[src/rtl/pipe_elastic_stage_pkg.sv]
// Shared definitions for the elastic inter-stage register.
package pipe_elastic_stage_pkg;

   localparam int unsigned PIPE_STALL_CNT_W = 32;

   // Occupancy state; bit0 = main slot valid, bit1 = skid slot valid
   typedef enum logic [1:0] {
      ST_EMPTY = 2'b00,
      ST_ONE   = 2'b01,
      ST_FULL  = 2'b11
   } pipe_state_e;

endpackage

[src/rtl/pipe_elastic_stage_if.sv]
// One valid/ready payload channel; master drives valid/data, slave drives ready.
interface pipe_elastic_stage_if #(
   parameter int unsigned WIDTH = 64
);
   logic             valid;
   logic             ready;
   logic [WIDTH-1:0] data;

   modport master (output valid, output data, input  ready);
   modport slave  (input  valid, input  data, output ready);
endinterface

[src/rtl/pipe_elastic_stage.sv]
// Elastic pipeline register: 2-entry skid buffer with registered in_ready,
// plus a saturating backpressure-cycle counter.
module pipe_elastic_stage
   import pipe_elastic_stage_pkg::*;
#(
   parameter int unsigned WIDTH    = 64,
   parameter int unsigned CNT_W    = PIPE_STALL_CNT_W,
   parameter bit          ZERO_PAY = 1'b1
) (
   input  logic                 clk,
   input  logic                 rst_n,
   input  logic                 flush,
   pipe_elastic_stage_if.slave  in_bus,
   pipe_elastic_stage_if.master out_bus,
   output logic [CNT_W-1:0]     stall_cnt,
   input  logic                 cnt_clr
);

   pipe_state_e      state_q, state_d;
   logic [WIDTH-1:0] main_q, main_d;
   logic [WIDTH-1:0] skid_q, skid_d;
   logic             push_c, pop_c;
   logic [WIDTH-1:0] vacated_c;

   // Outputs come straight from state flops, so no combinational path crosses the stage
   assign out_bus.valid = state_q[0];
   assign out_bus.data  = main_q;
   assign in_bus.ready  = ~state_q[1];

   assign push_c    = in_bus.valid & in_bus.ready;
   assign pop_c     = out_bus.valid & out_bus.ready;
   assign vacated_c = ZERO_PAY ? '0 : main_q;

   always_comb begin
      state_d = state_q;
      main_d  = main_q;
      skid_d  = skid_q;
      if (flush) begin
         state_d = ST_EMPTY;
         if (ZERO_PAY) begin
            main_d = '0;
            skid_d = '0;
         end
      end else begin
         unique case (state_q)
            ST_EMPTY: begin
               if (push_c) begin
                  state_d = ST_ONE;
                  main_d  = in_bus.data;
               end
            end
            ST_ONE: begin
               if (push_c && pop_c) begin
                  main_d = in_bus.data;
               end else if (push_c) begin
                  state_d = ST_FULL;
                  skid_d  = in_bus.data;
               end else if (pop_c) begin
                  state_d = ST_EMPTY;
                  main_d  = vacated_c;
               end
            end
            ST_FULL: begin
               if (pop_c) begin
                  state_d = ST_ONE;
                  main_d  = skid_q;
                  if (ZERO_PAY) skid_d = '0;
               end
            end
            default: state_d = ST_EMPTY;
         endcase
      end
   end

   always_ff @(posedge clk or negedge rst_n) begin
      if (!rst_n) begin
         state_q <= ST_EMPTY;
         main_q  <= '0;
         skid_q  <= '0;
      end else begin
         state_q <= state_d;
         main_q  <= main_d;
         skid_q  <= skid_d;
      end
   end

   // Saturating stall counter; clear wins over increment, flush leaves it alone
   always_ff @(posedge clk or negedge rst_n) begin
      if (!rst_n) begin
         stall_cnt <= '0;
      end else if (cnt_clr) begin
         stall_cnt <= '0;
      end else if (out_bus.valid && !out_bus.ready && !(&stall_cnt)) begin
         stall_cnt <= stall_cnt + CNT_W'(1);
      end
   end

endmodule

[src/flat_wrapper.sv]
// flat-port wrapper written by rule: the top's interface ports become plain ports
module pipe_elastic_stage_flat import pipe_elastic_stage_pkg::*;
#(
   parameter int unsigned WIDTH    = 64,
   parameter int unsigned CNT_W    = PIPE_STALL_CNT_W,
   parameter bit          ZERO_PAY = 1'b1
)
  (clk, rst_n, flush, stall_cnt, cnt_clr, in_bus_valid, in_bus_data, in_bus_ready, out_bus_valid, out_bus_data, out_bus_ready);
  pipe_elastic_stage_if #(.WIDTH(WIDTH)) in_bus_i ();
  pipe_elastic_stage_if #(.WIDTH(WIDTH)) out_bus_i ();
  input  logic clk;
  input  logic rst_n;
  input  logic flush;
  output logic [CNT_W-1:0] stall_cnt;
  input  logic cnt_clr;
  input wire logic [$bits(in_bus_i.valid)-1:0] in_bus_valid;
  input wire logic [$bits(in_bus_i.data)-1:0] in_bus_data;
  output wire logic [$bits(in_bus_i.ready)-1:0] in_bus_ready;
  output wire logic [$bits(out_bus_i.valid)-1:0] out_bus_valid;
  output wire logic [$bits(out_bus_i.data)-1:0] out_bus_data;
  input wire logic [$bits(out_bus_i.ready)-1:0] out_bus_ready;
  assign in_bus_i.valid = in_bus_valid;
  assign in_bus_i.data = in_bus_data;
  assign in_bus_ready = in_bus_i.ready;
  assign out_bus_valid = out_bus_i.valid;
  assign out_bus_data = out_bus_i.data;
  assign out_bus_i.ready = out_bus_ready;
  pipe_elastic_stage #(.WIDTH(WIDTH), .CNT_W(CNT_W), .ZERO_PAY(ZERO_PAY)) u_core (.clk(clk), .rst_n(rst_n), .flush(flush), .in_bus(in_bus_i), .out_bus(out_bus_i), .stall_cnt(stall_cnt), .cnt_clr(cnt_clr));
endmodule
[config.mk]
export PLATFORM = sky130hd
export DESIGN_NAME = pipe_elastic_stage_flat
export DESIGN_NICKNAME = d
export VERILOG_FILES = /design/src/rtl/pipe_elastic_stage_pkg.sv /design/src/rtl/pipe_elastic_stage_if.sv /design/src/rtl/pipe_elastic_stage.sv /design/src/flat_wrapper.sv
export SDC_FILE = /design/constraint.sdc
export NUM_CORES = 1
export LEC_CHECK = 0
export CORE_MARGIN = 1
export CORE_UTILIZATION = 45
export CTS_CLUSTER_SIZE = 12
export DETAILED_ROUTE_END_ITERATION = 6
export GPL_TIMING_DRIVEN = 0
export PLACE_DENSITY = 0.73
export SYNTH_ARGS = -nofsm -noshare
export SYNTH_HDL_FRONTEND = slang
export SYNTH_SLANG_ARGS = --single-unit
[constraint.sdc]
create_clock -name clk -period 2.4 [get_ports clk]
set_input_delay 0.48 -clock clk [delete_from_list [all_inputs] [get_ports clk]]
set_output_delay 0.48 -clock clk [all_outputs]
set_load 0.02 [all_outputs]
After elaboration in Yosys (flattened, before gate mapping)
Cells that the tools add are included.
{ "word_totals": {"wordCells": 49, "input_bits": 70, "ff_bits": 162, "out_inout_bits": 98} }
{ "classes": {"n_eq_ne": 9, "n_addsub": 1, "n_mux": 19, "n_reduce_logical": 13, "bitwise": 3} }
{ "ops": {"columns": ["cell", "count"], "rows": [
  ["64-bit 2-to-1 mux", 8],
  ["64-bit case mux with 3 select lines", 1],
  ["64-bit case mux with 2 select lines", 1],
  ["32-bit 2-to-1 mux", 2],
  ["32-bit by 1-bit adder with 32-bit output (second input constant)", 1],
  ["32-bit AND reduction", 1],
  ["2-bit 2-to-1 mux", 6],
  ["3-bit by 2-bit != test with 1-bit output (second input constant)", 3],
  ["4-bit by 2-bit != test with 1-bit output (second input constant)", 2],
  ["4-bit AND reduction", 2],
  ["2-bit case mux with 3 select lines", 1],
  ["5-bit AND reduction", 1],
  ["4-bit != test (second input constant)", 1],
  ["4-bit nonzero test", 1],
  ["1-bit logical AND", 3],
  ["3-bit != test (second input constant)", 1],
  ["3-bit nonzero test", 1],
  ["1-bit bitwise AND", 2],
  ["2-bit by 1-bit == test with 1-bit output (second input constant)", 1],
  ["2-bit == test (second input constant)", 1],
  ["1-bit logical NOT", 2],
  ["2-bit logical NOT", 1],
  ["2-bit nonzero test", 1],
  ["1-bit inverter", 1]
]} }

Logic depth before layout (Yosys ltp)
{ "logic_depth": {"word_depth": 6, "mapped_depth": 9, "depth_no_buf": 6} }

Worst setup path before layout
Ideal clock, no wire load.
{ "synth_timing": {"path_type": "register to register", "from": "reg u_core.stall_cnt[0]", "to": "reg u_core.stall_cnt[9]", "setup_slack_ns": 0.112, "t_arrival_ns": 2.164, "t_required_ns": 2.275, "synth_period_minus_slack_ns": 2.288, "setup_ns": 0.125, "stages_incl_launch_ff": 7, "n_path_buf": 0, "cell_sequence": "dfrtp_1 ha_1 inv_1 or4_4 o31a_2 nand3_1 mux2_2"} }
{ "synth_via": {"elab_chain_len": 4, "word_cells_on_any_way": 7, "cone_classes": "add/sub (1); mux (2); reduce/logical (4)"} }
{ "synth_rtl": {"columns": ["element", "line", "text"], "rows": [
  ["start, declared", "pipe_elastic_stage.sv:15", "output logic [CNT_W-1:0] stall_cnt,"],
  ["start signal, assigned", "pipe_elastic_stage.sv:94", "stall_cnt <= stall_cnt + CNT_W'(1);"],
  ["parallel branches: the longest is 4 deep, another holds 32-bit by 1-bit adder with 32-bit output", null, null]
]} }
Several ways; the timed one is not identified. The select of a mux whose other input is x is not followed.
A chain may end at the register's enable or synchronous reset.

Worst setup path after layout
{ "layout_timing": {"from": "reg u_core.state_q[1]", "to": "reg u_core.main_q[11], in the netlist u_core.out_bus.data[11]"} }
{ "layout_via": {"elab_chain_len": 6, "word_cells_on_any_way": 15, "cone_classes": "eq/ne (6); mux (3); bitwise (2); reduce/logical (4)"} }
{ "layout_rtl": {"columns": ["element", "line", "text"], "rows": [
  ["start, declared", "pipe_elastic_stage.sv:19", "pipe_state_e state_q, state_d;"],
  ["start signal, assigned", "pipe_elastic_stage.sv:81", "state_q <= state_d;"],
  ["1-bit inverter", "pipe_elastic_stage.sv:28", "assign in_bus.ready = ~state_q[1];"],
  ["1-bit bitwise AND", "pipe_elastic_stage.sv:30", "assign push_c = in_bus.valid & in_bus.ready;"],
  ["1-bit logical AND", "pipe_elastic_stage.sv:53", "if (push_c && pop_c) begin"],
  ["64-bit 2-to-1 mux", "pipe_elastic_stage.sv:53", null],
  ["64-bit case mux with 3 select lines", "pipe_elastic_stage.sv:45", "unique case (state_q)"],
  ["64-bit 2-to-1 mux", "pipe_elastic_stage.sv:38", "if (flush) begin"],
  ["end signal, assigned", "pipe_elastic_stage.sv:82", "main_q <= main_d;"],
  ["end, declared", "pipe_elastic_stage.sv:20", "logic [WIDTH-1:0] main_q, main_d;"]
]} }
Several ways; a longest one is shown, not always the timed one.

==> results.py <==
metrics = {
    "power": {
        "irDropWorstVdd_mv": 0.784,
        "powerDensity_mw_per_mm2": 1170,
        "p_total_uw": 12100,
        "leakage_uw": 0.00433,
    },
    "setup_path": {
        "reg2reg_to": "u_core.out_bus.data[11]",
        "crit_fanout": 10,
        "arrival_ns": 2.66,
        "rrSetupSlack_ns": 0.07,
        "crit_type": "register to register",
        "start_kind": "register",
        "end_kind": "register",
        "r2r-start": "u_core.state_q[1]",
        "required_ns": 2.73,
        "reg2reg_depth": 9,
    },
    "synth": {
        "netlist_area_mm2": 0.00763,
        "synth-edff-count": 0,
        "syn_area_per_cell_um2": 9.47,
        "synth-seq-cells": 162,
        "ys_top_cells_by_area": "dfrtp_1 (53%), nand2_1 (6.7%), a211oi_1 (6.7%)",
        "yosys.area.top_type_share_pct": 53.1,
        "yosysTopAreaCell": "dfrtp_1",
        "synthFlopType": "dfrtp_1",
        "syn_inst": 806,
        "synth_nets": 881,
        "ys_seq_area_share_pct": 53.1,
        "yosysWarnings": 0,
        "synth_cell_types": 49,
        "synthArstFlopShare_pct": 100,
    },
    "timing": {
        "finalWorstPathRequiredPeriod_ns": 2.33,
        "rsz0062_at_grt": "true",
        "hold_violations": 0,
        "setup_viol_count_final": 0,
        "clock_skew_ns": 0.0238,
        "clock.fmax_mhz": 429,
        "relSlewSlack_pct": 47.3,
        "worst_slew_pin_slew_ns": 0.784,
        "fin_crit_sh_pct": 97.0,
        "finalSetupTns_ns": 0,
        "hold_ws_ns": 0.481,
        "drv_slew": 0,
    },
    "clock_network": {
        "htree_levels": 4,
        "clkLatencyLatePin_ns": 0.43,
        "clkTransAtPathRegs_ns": 0.07,
        "cts_buffers": 17,
        "cts_buffer_depth": 2,
        "cts_tree": "done",
        "root_buffer": "clkbuf_16",
        "clkSinkCount": 162,
    },
    "floorplan": {
        "core-area_mm2": 0.0166,
        "rows": 47,
        "fp.dieH_um": 132,
        "initial_utilization_pct": 46.0,
        "die_x_um": 132,
        "die_area_mm2": 0.0175,
        "pin_count": 168,
    },
    "drt": {
        "drc_errors": 0,
        "ant_nets": 0,
        "wl_per_cell_um": 17.5,
        "vias": 6872,
        "routed_wl_um": 21600,
        "drtIter0Drc": 554,
        "dr.pass1.iters": 5,
        "vias_per_cell": 5.57,
    },
    "placement": {
        "dp.cells": 1194,
        "gp_congestion": 0.842,
        "post-dp-hpwl_um": 14600,
        "io_buffers": 167,
    },
    "layout": {
        "layout_common_cells": "clkdlybuf4s50_1 (166), dfrtp_1 (159), nand2_1 (137)",
        "fill_cells": 1437,
        "area_growth_pct": 36.3,
        "layout.cells.non_filler": 1233,
        "antenna_cells": 0,
        "drive_gt1_share_pct": 9.58,
        "final_common_cell": "clkdlybuf4s50_1",
        "layout.nets": 1075,
    },
    "global_route": {
        "grt_pass1_wl_um": 34700,
        "track_usage_pct": 25.1,
        "grt_pass1_vias": 6591,
        "grt-ovfl-total": 0,
        "grt_max_degree": 108,
        "grt_antenna_before_repair": 0,
    },
    "run": {
        "cap_violations": 0,
    },
    "worst_hold_path": {
        "min_path_cells": 2,
        "min_from": "u_core.skid_q[59]",
        "holdPathEnd": "u_core.skid_q[59]",
        "hold_path_class": "register to register",
    },
    "outcome": {
        "outcome": "complete, no violations",
    },
}
[cell usage after synthesis (all sizes together) (2+ instances only)]
library cell,number
a211oi,68
a21oi,18
a22oi,65
a31o,2
and2,3
and3,6
and4,4
buf,13
clkbuf,50
dfrtp,162
ha,5
inv,7
mux2,7
nand2,138
nand2b,4
nand3,22
nand4,15
nor2,87
nor2b,5
nor3,2
nor4,6
o21ai,78
o31ai,3
or3,11
or4,4
xnor2,10
[logic make-up (layout without fill, tap and decap cells)]
group                    Yosys count  after routing  share of synthesized area (%)
AO/OA/AOI/OAI                    239            239                           20.7
adder cells (fa/ha/maj)            5              5                          0.820
multiplexers                       8              8                           1.21
AND/OR/NAND/NOR                  311            311                           18.8
buffers and inverters             71            278                           4.13
XOR/XNOR                          10             10                           1.15
flip-flops                       162            162                           53.1
[worst max-delay path, cell delays in order, from the launching register on]
cell      delay (ns)
dfrtp_1         0.42
buf_4           0.15
ha_2            0.19
or2_2           0.32
a222oi_1        0.28
buf_4           0.19
clkbuf_4        0.20
buf_4           0.20
nor2_1          0.05
a211oi_1        0.24
[what timing repair did]
action / CTS / global route
resized for setup: 15 / 42
hold buffers: 1 / 0
setup endpoints to repair: 102 / 138
hold endpoints to repair: 34 / 0
cloned: 1 / 0
buffers inserted: 4 / 1
pin swaps: 3 / 2
[layer usage]
layer  share of wire (%)  vias up  track usage (%)  wire length (µm)
li1                    -     3287                -                 -
met1                  45     3334             34.0              9660
met2                  48      232             40.9             10500
met3                 5.8       19             5.50              1260
met4                 1.0        0             6.77               224
met5                   0        -                0                 0
[power breakdown]
group,switching (µW),internal [µW],total (µW)
logic,3010,2150,5150
clock network,1100,1850,2950
registers,489,3540,4030
[through the flow]
stage	setup WS (ns)	util, %	area (µm²)
floorplan	0.112	-	7630
global placement	-5.96	57.8	9580
detailed placement	-0.516	58.0	9610
CTS	-0.0110	62.3	10300
global route	-0.00971	62.7	10400
finish	0.0713	62.7	10400
[area by class of cell]
cell class	count	area [µm²]	share of cell area (%)
buffer	64	345	3.32
clock buffer	23	488	4.69
clock inverter	9	151	1.46
inverter	7	26.3	0.253
multi-input combinational	573	3300	31.7
sequential	162	4060	39.0
tap	220	275	2.65
timing repair buffer	175	1760	16.9
[how the worst max path moves through the flow]
stage / end / slack, ns / from
final: u_core.out_bus.data[11] / 0.07 / u_core.state_q[1]
after global routing: u_core.out_bus.data[60] / -0.01 / u_core.state_q[1]
after CTS: u_core.out_bus.data[56] / -0.01 / u_core.state_q[0]
after detailed placement: u_core.skid_q[52] / -0.52 / in_bus_valid
after global placement: u_core.skid_q[14] / -5.96 / rst_n
after floorplan: u_core.stall_cnt[9] / 0.11 / u_core.stall_cnt[0]
[flip-flops by register name, indices dropped and copies added, names as in the netlist]
signal / count
u_core.out_bus.data: 64
u_core.skid_q: 64
u_core.stall_cnt: 32
u_core.state_q: 2
Note: power is estimated with default switching activity, not from simulation.
